===== config.mk =====
export PLATFORM = sky130hd
export DESIGN_NAME = xs3_to_bcd_packer
export DESIGN_NICKNAME = d
export VERILOG_FILES = /design/src/rtl/xs3_to_bcd_packer.sv
export SDC_FILE = /design/constraint.sdc
export NUM_CORES = 1
export LEC_CHECK = 0
export CAP_MARGIN = 15
export CORE_ASPECT_RATIO = 1.1
export CORE_MARGIN = 5
export CORE_UTILIZATION = 45
export DETAILED_ROUTE_END_ITERATION = 8
export PLACE_DENSITY = 0.84
export RECOVER_POWER = 100
export SLEW_MARGIN = 40
export SYNTH_ARGS = -nofsm -noshare
export SYNTH_HDL_FRONTEND = slang
export SYNTH_SLANG_ARGS = --single-unit

===== constraint.sdc =====
create_clock -name clk -period 1.85 [get_ports clk]
set_input_delay 0.185 -clock clk [delete_from_list [all_inputs] [get_ports clk]]
set_output_delay 0.185 -clock clk [all_outputs]
set_load 0.005 [all_outputs]

===== src/rtl/xs3_to_bcd_packer.sv =====
// xs3_to_bcd_packer: packs a stream of Excess-3 digits into right-aligned BCD words.
module xs3_to_bcd_packer #(
  parameter int NUM_DIGITS = 4
) (
  input  logic                              clk,
  input  logic                              rst_n,
  input  logic                              in_valid,
  output logic                              in_ready,
  input  logic [3:0]                        in_xs3,
  input  logic                              in_last,
  output logic                              out_valid,
  input  logic                              out_ready,
  output logic [4*NUM_DIGITS-1:0]           out_bcd,
  output logic [$clog2(NUM_DIGITS+1)-1:0]   out_count,
  output logic                              out_err,
  output logic [7:0]                        err_count
);
  localparam int CW = $clog2(NUM_DIGITS + 1);
  localparam logic [CW-1:0] ND = CW'(NUM_DIGITS);
  typedef enum logic [1:0] {IDLE, ACCUM, FULL} state_t;
  state_t state, state_nx;
  logic [4*NUM_DIGITS-1:0] acc, acc_nx;
  logic [CW-1:0] cnt, cnt_nx;
  logic sticky, bad, accept, closing, err_nx;
  logic [3:0] digit;
  assign out_valid = state == FULL;
  // Held low while rst_n is asserted so no digit is offered to a resetting block.
  assign in_ready = rst_n && state != FULL;
  assign accept = in_valid && in_ready;
  always_comb begin
    bad = in_xs3 < 4'd3 || in_xs3 > 4'd12;
    digit = bad ? 4'd0 : in_xs3 - 4'd3;
    acc_nx = {acc[4*NUM_DIGITS-5:0], digit};
    cnt_nx = cnt + CW'(1);
    closing = in_last || cnt_nx == ND;
    err_nx = sticky || bad;
    state_nx = state == FULL ? (out_ready ? IDLE : FULL) :
               accept ? (closing ? FULL : ACCUM) : state;
  end
  always_ff @(posedge clk) begin
    if (!rst_n) begin
      state <= IDLE;
      acc <= '0;
      cnt <= '0;
      sticky <= 1'b0;
      out_bcd <= '0;
      out_count <= '0;
      out_err <= 1'b0;
      err_count <= '0;
    end else begin
      state <= state_nx;
      if (accept && closing) begin
        out_bcd <= acc_nx;
        out_count <= cnt_nx;
        out_err <= err_nx;
        acc <= '0;
        cnt <= '0;
        sticky <= 1'b0;
        if (err_nx && err_count != 8'hff) err_count <= err_count + 8'd1;
      end else if (accept) begin
        acc <= acc_nx;
        cnt <= cnt_nx;
        sticky <= err_nx;
      end
    end
  end
endmodule

# Yosys cells after proc, flatten, opt, wreduce, memory -nomap -nowiden

Index checks and enable logic that the tools add are counted.

Register bits after elaboration: 46
Output and inout bits: 30
Word-level logic and storage cells: 33

Add/sub/neg operators: 3
Magnitude comparators: 2
Equal/unequal tests: 4
Muxes and demuxes: 5
Bitwise gates (word level): 1
Reductions and logical operators: 10

Operator list:

| kind                | number |
|---|---|
| $add 8x1->8 const B | 1 |
| $mux 2              | 4 |
| $ne 8x8->1 const B  | 1 |
| $gt 4x4->1 const B  | 1 |
| $logic_and 1x1->1   | 4 |
| $lt 4x2->1 const B  | 1 |
| $mux 4              | 1 |
| $sub 4x2->4 const B | 1 |
| $add 3x1->3 const B | 1 |
| $eq 3x3->1 const B  | 1 |
| $logic_or 1x1->1    | 3 |
| $eq 2x2->1 const B  | 1 |
| $ne 2x2->1 const B  | 1 |
| $reduce_and 2->1    | 1 |
| $reduce_bool 2->1   | 1 |
| $reduce_or 2->1     | 1 |
| $not 1->1           | 1 |

# Logic depth before layout (Yosys ltp)

Depth after elaboration: 6
Depth in mapped cells: 8

# Worst setup path before layout

No wires, ideal clock.

Path type: register -> register
From: register cnt[0]
To: register acc[10]
Setup time: 0.071 ns
Arrival time: 1.691 ns
Required time: 1.779 ns
Setup slack: 0.088 ns
Cell stages (with the launch flop): 9
Path through: dfxtp_1 > ha_1 > ha_1 > or2_2 > nand3_1 > buf_2 > nand2_1 > clkbuf_1 > a21oi_1

Word-level cells in the longest chain between the ends: 5

RTL lines:

| element                   | RTL line | text |
|---|---|---|
| start: declaration        | 23       | `logic [CW-1:0] cnt, cnt_nx;` |
| start signal: assignment  | 62       | `cnt <= cnt_nx;` |
| $add 3x1->3               | 34       | `cnt_nx = cnt + CW'(1);` |
| $eq 3x3->1                | 35       | `closing = in_last \|\| cnt_nx == ND;` |
| $logic_or 1x1->1          | 35       |  |
| $logic_and 1x1->1         | 52       | `if (accept && closing) begin` |
| $reduce_or 2->1 (no line) | --       |  |
| end signal: assignment    | 61       | `acc <= acc_nx;` |
| end: declaration          | 22       | `logic [4*NUM_DIGITS-1:0] acc, acc_nx;` |

No other way between the ends.
A chain may end at the register's enable or synchronous reset.

# Worst setup path after layout

From: input in_xs3[0]
To: register err_count[6]

Word-level cells in the longest chain between the ends: 5
Elaborated cells between the ends (all ways): 6
Classes of those cells: order compare: 2; reduce/logical: 4

RTL lines:

| element                                  | RTL line | text |
|---|---|---|
| start: declaration                       | 9        | `input logic [3:0] in_xs3,` |
| $lt 4x2->1 or $gt 4x4->1 (tied branches) | 31       | `bad = in_xs3 < 4'd3 \|\| in_xs3 > 4'd12;` |
| $logic_or 1x1->1 *                       | 31       |  |
| $logic_or 1x1->1 *                       | 36       | `err_nx = sticky \|\| bad;` |
| $logic_and 1x1->1 *                      | 59       | `if (err_nx && err_count != 8'hff) err_count <= err_count + 8'd1;` |
| $reduce_and 2->1 (no line) *             | --       |  |
| end signal: assignment                   | 59       |  |
| end: declaration                         | 16       | `output logic [7:0] err_count` |

Mark *: on every way between the ends. The rest lies on a longest branch, timed or not.

==> impl_metrics.sql <==
INSERT INTO impl_metrics (metric_group, metric, value, unit) VALUES
('power_and_ir_drop', 'power.density', '717', 'nW/µm²'),
('logic_synthesis', 'post_synth_inst_count', '231', ''),
('power_and_ir_drop', 'power.leakage', '0.970', 'nW'),
('global_routing', 'vias_in_the_first_global_route', '1675', ''),
('floorplan', 'die_width', '71.9', 'µm'),
('placement', 'gpl.final_weighted_congestion', '0.857', ''),
('run', 'max_cap_viol_count', '0', ''),
('sta', 'hold_violations', '0', ''),
('drt', 'drtAntennaViolNets', '0', ''),
('clock_network', 'cts.root.buffer_cell', 'clkbuf_8', ''),
('drt', 'wl_met1', '1.73', 'mm'),
('logic_synthesis', 'synth_area_leader_cell', 'dfxtp_1', ''),
('floorplan', 'num_io_pins', '39', ''),
('clock_network', 'cts-hold-fix-buffers', '0', ''),
('clock_network', 'cts_inserted_buffers', '5', ''),
('power_and_ir_drop', 'max-vdd-ir-drop', '0.554', 'mV'),
('critical_path', 'worst-setup-path-type', 'in -> reg', ''),
('drt', 'detailroute.via_count', '1680', ''),
('status', 'status', 'finished, final reports clean', ''),
('critical_path', 'cp.arrival', '1990', 'ps'),
('clock_network', 'worstSkewPairLatency', '290', 'ps'),
('sta', 'clock.fmax', '0.560', 'GHz'),
('critical_path', 'cp-startpoint', 'in_xs3[0]', ''),
('hold_path', 'min_from', 'out_bcd[13]', ''),
('logic_synthesis', 'synth.ff_latch_count', '46', ''),
('logic_synthesis', 'synth_area', '1900', 'µm²'),
('drt', 'routed_wl', '4.12', 'mm'),
('finish', 'drive_gt1_share', '10.9', '%'),
('critical_path', 'worstPathRequired', '2060', 'ps'),
('placement', 'io_buffer_count', '38', ''),
('logic_synthesis', 'yosysMostFrequentCell', 'nand2_1', ''),
('logic_synthesis', 'synth_top_area_share', '48.5', '%'),
('logic_synthesis', 'netlist_top_cells_count', '66 x nand2_1, 46 x dfxtp_1, 33 x a21oi_1', ''),
('global_routing', 'pin_count_of_the_biggest_net_entering_global_routing', '24', ''),
('sta', 'tightest_slew', '431', 'ps'),
('logic_synthesis', 'yosysUniqueCellTypes', '30', ''),
('clock_network', 'cts-htree-levels', '2', ''),
('clock_network', 'cts_max_path_buffers', '2', ''),
('global_routing', 'overflow', '0', ''),
('logic_synthesis', 'postSynth.asyncResetShare', '0', '%'),
('drt', 'drc', '0', ''),
('finish', 'layout.filler_cells', '351', ''),
('logic_synthesis', 'synth-warning-count', '0', ''),
('logic_synthesis', 'synth_flop_cell', 'dfxtp_1', ''),
('sta', 'hold_slack', '453', 'ps'),
('sta', 'timing.final.setup_violations', '0', ''),
('drt', 'dr_wl_met3', '224', 'µm'),
('drt', 'top_signal_layer_used', 'met4', ''),
('global_routing', 'grt_first_pass_wirelength', '7.39', 'mm'),
('drt', 'detail_route.first_pass.iterations', '4', ''),
('drt', 'met2RoutedLength', '2.09', 'mm'),
('clock_network', 'clock_sink_count', '46', ''),
('critical_path', 'start_kind', 'input pin', ''),
('logic_synthesis', 'synthesis.area_per_instance', '8.22', 'µm²'),
('clock_network', 'clk_pin_slew_worst_setup_hold_paths', '80', 'ps'),
('sta', 'rsz_0062_raised_after_global_routing', 'false', ''),
('placement', 'dp.final_hpwl', '2.94', 'mm'),
('clock_network', 'post_cts_buffers', '0', ''),
('sta', 'slew_violations', '0', ''),
('floorplan', 'std_cell_rows', '24', ''),
('critical_path', 'r2r_start', 'cnt[0]', ''),
('floorplan', 'die-height', '78.1', 'µm'),
('drt', 'vias_per_cell', '5.14', ''),
('clock_network', 'cts_tree', 'done', ''),
('floorplan', 'initial_core_util', '47.2', '%'),
('sta', 'timing.final.crit_share', '96.5', '%'),
('hold_path', 'hp-class', 'reg -> reg', ''),
('logic_synthesis', 'synthTopCellsByArea', 'dfxtp_1 48%, nand2_1 13%, a21oi_1 8.7%', ''),
('clock_network', 'post_cts_resized', '0', ''),
('finish', 'post-route-util', '62.2', '%'),
('drt', 'drt_first_iter_violations', '150', '');
-- logic make-up after synthesis --
group	count (synthesis)	synth area share, %
compound gates	41	12.1
xor+xnor	3	1.38
fa+ha+maj	5	3.29
buf+inv	21	4.94
flops	46	48.5
mux	6	3.16
simple gates	109	26.7
-- cells in the final DEF (no fill, tap or decap), drive strengths merged, types with 2 or more instances in the layout --
cell	n
clkdlybuf4s50	10
and4	2
buf	15
xor2	2
dfxtp	46
ha	5
a211oi	4
o31ai	2
mux2i	6
nand4	3
nor3	4
nor4	5
nand2b	3
nor2	10
and2	3
clkbuf	6
nand3	7
inv	5
nand2	66
a21oi	33
dlygate4sd3	28
-- where the power goes --
part | total [mW] | leakage [nW] | internal, mW | switching, mW
Sequential | 1.02 | 0.372 | 1.01 | 0.0135
Combinational | 0.191 | 0.560 | 0.0894 | 0.102
Clock | 0.578 | 0.0373 | 0.259 | 0.319
Total | 1.79 | 0.970 | 1.36 | 0.434
-- cell type report --
type	count	area (µm²)	share of cell area, %
Clock buffer	6	72.6	2.90
Clock inverter	1	7.51	0.300
Inverter	5	18.8	0.750
Multi-Input combinational cell	164	900	36.0
Sequential cell	46	922	36.9
Tap cell	52	65.1	2.60
Timing Repair Buffer	53	515	20.6
-- path summary, 6_finish.rpt --
path	slack [ps]	cells after the start	to
worst max-delay path	70	7	err_count[6]
worst min-delay path	450	2	out_bcd[13]
worst max register to register	110	7	err_count[6]
worst min register to register	450	2	out_bcd[13]
-- critical path, cell delays in order --
cell and delay, ps:
clkdlybuf4s50_1 510, inv_1 60, ha_1 190, and3b_4 310, nor3_4 80, nor4_1 370, mux2i_1 280
-- through the flow --
stage	power [mW]	setup TNS, ps	area [µm²]	setup WS [ps]	cells
after floorplan	1.15	0	1900	88.4	231
after global placement	1.23	-1160	2410	-163	320
after detailed placement	1.24	-1800	2410	-240	320
after CTS	1.80	0	2490	19.3	327
after global routing	1.88	0	2500	2.34	327
final	1.79	0	2500	65.2	327
-- routing by layer --
metal / vias to the layer above / track usage, %
met4: 0 / 6.02
met3: 8 / 4.09
met1: 760 / 18.5
li1: 863 / -
met2: 49 / 28.6
met5: - / 0
-- flip-flops by register name, indices dropped and copies added, names as in the netlist --
name / flops
out_count: 3
out_err: 1
out_bcd: 16
cnt: 3
err_count: 8
sticky: 1
state: 2
acc: 12
(Power assumes the default switching activity.)
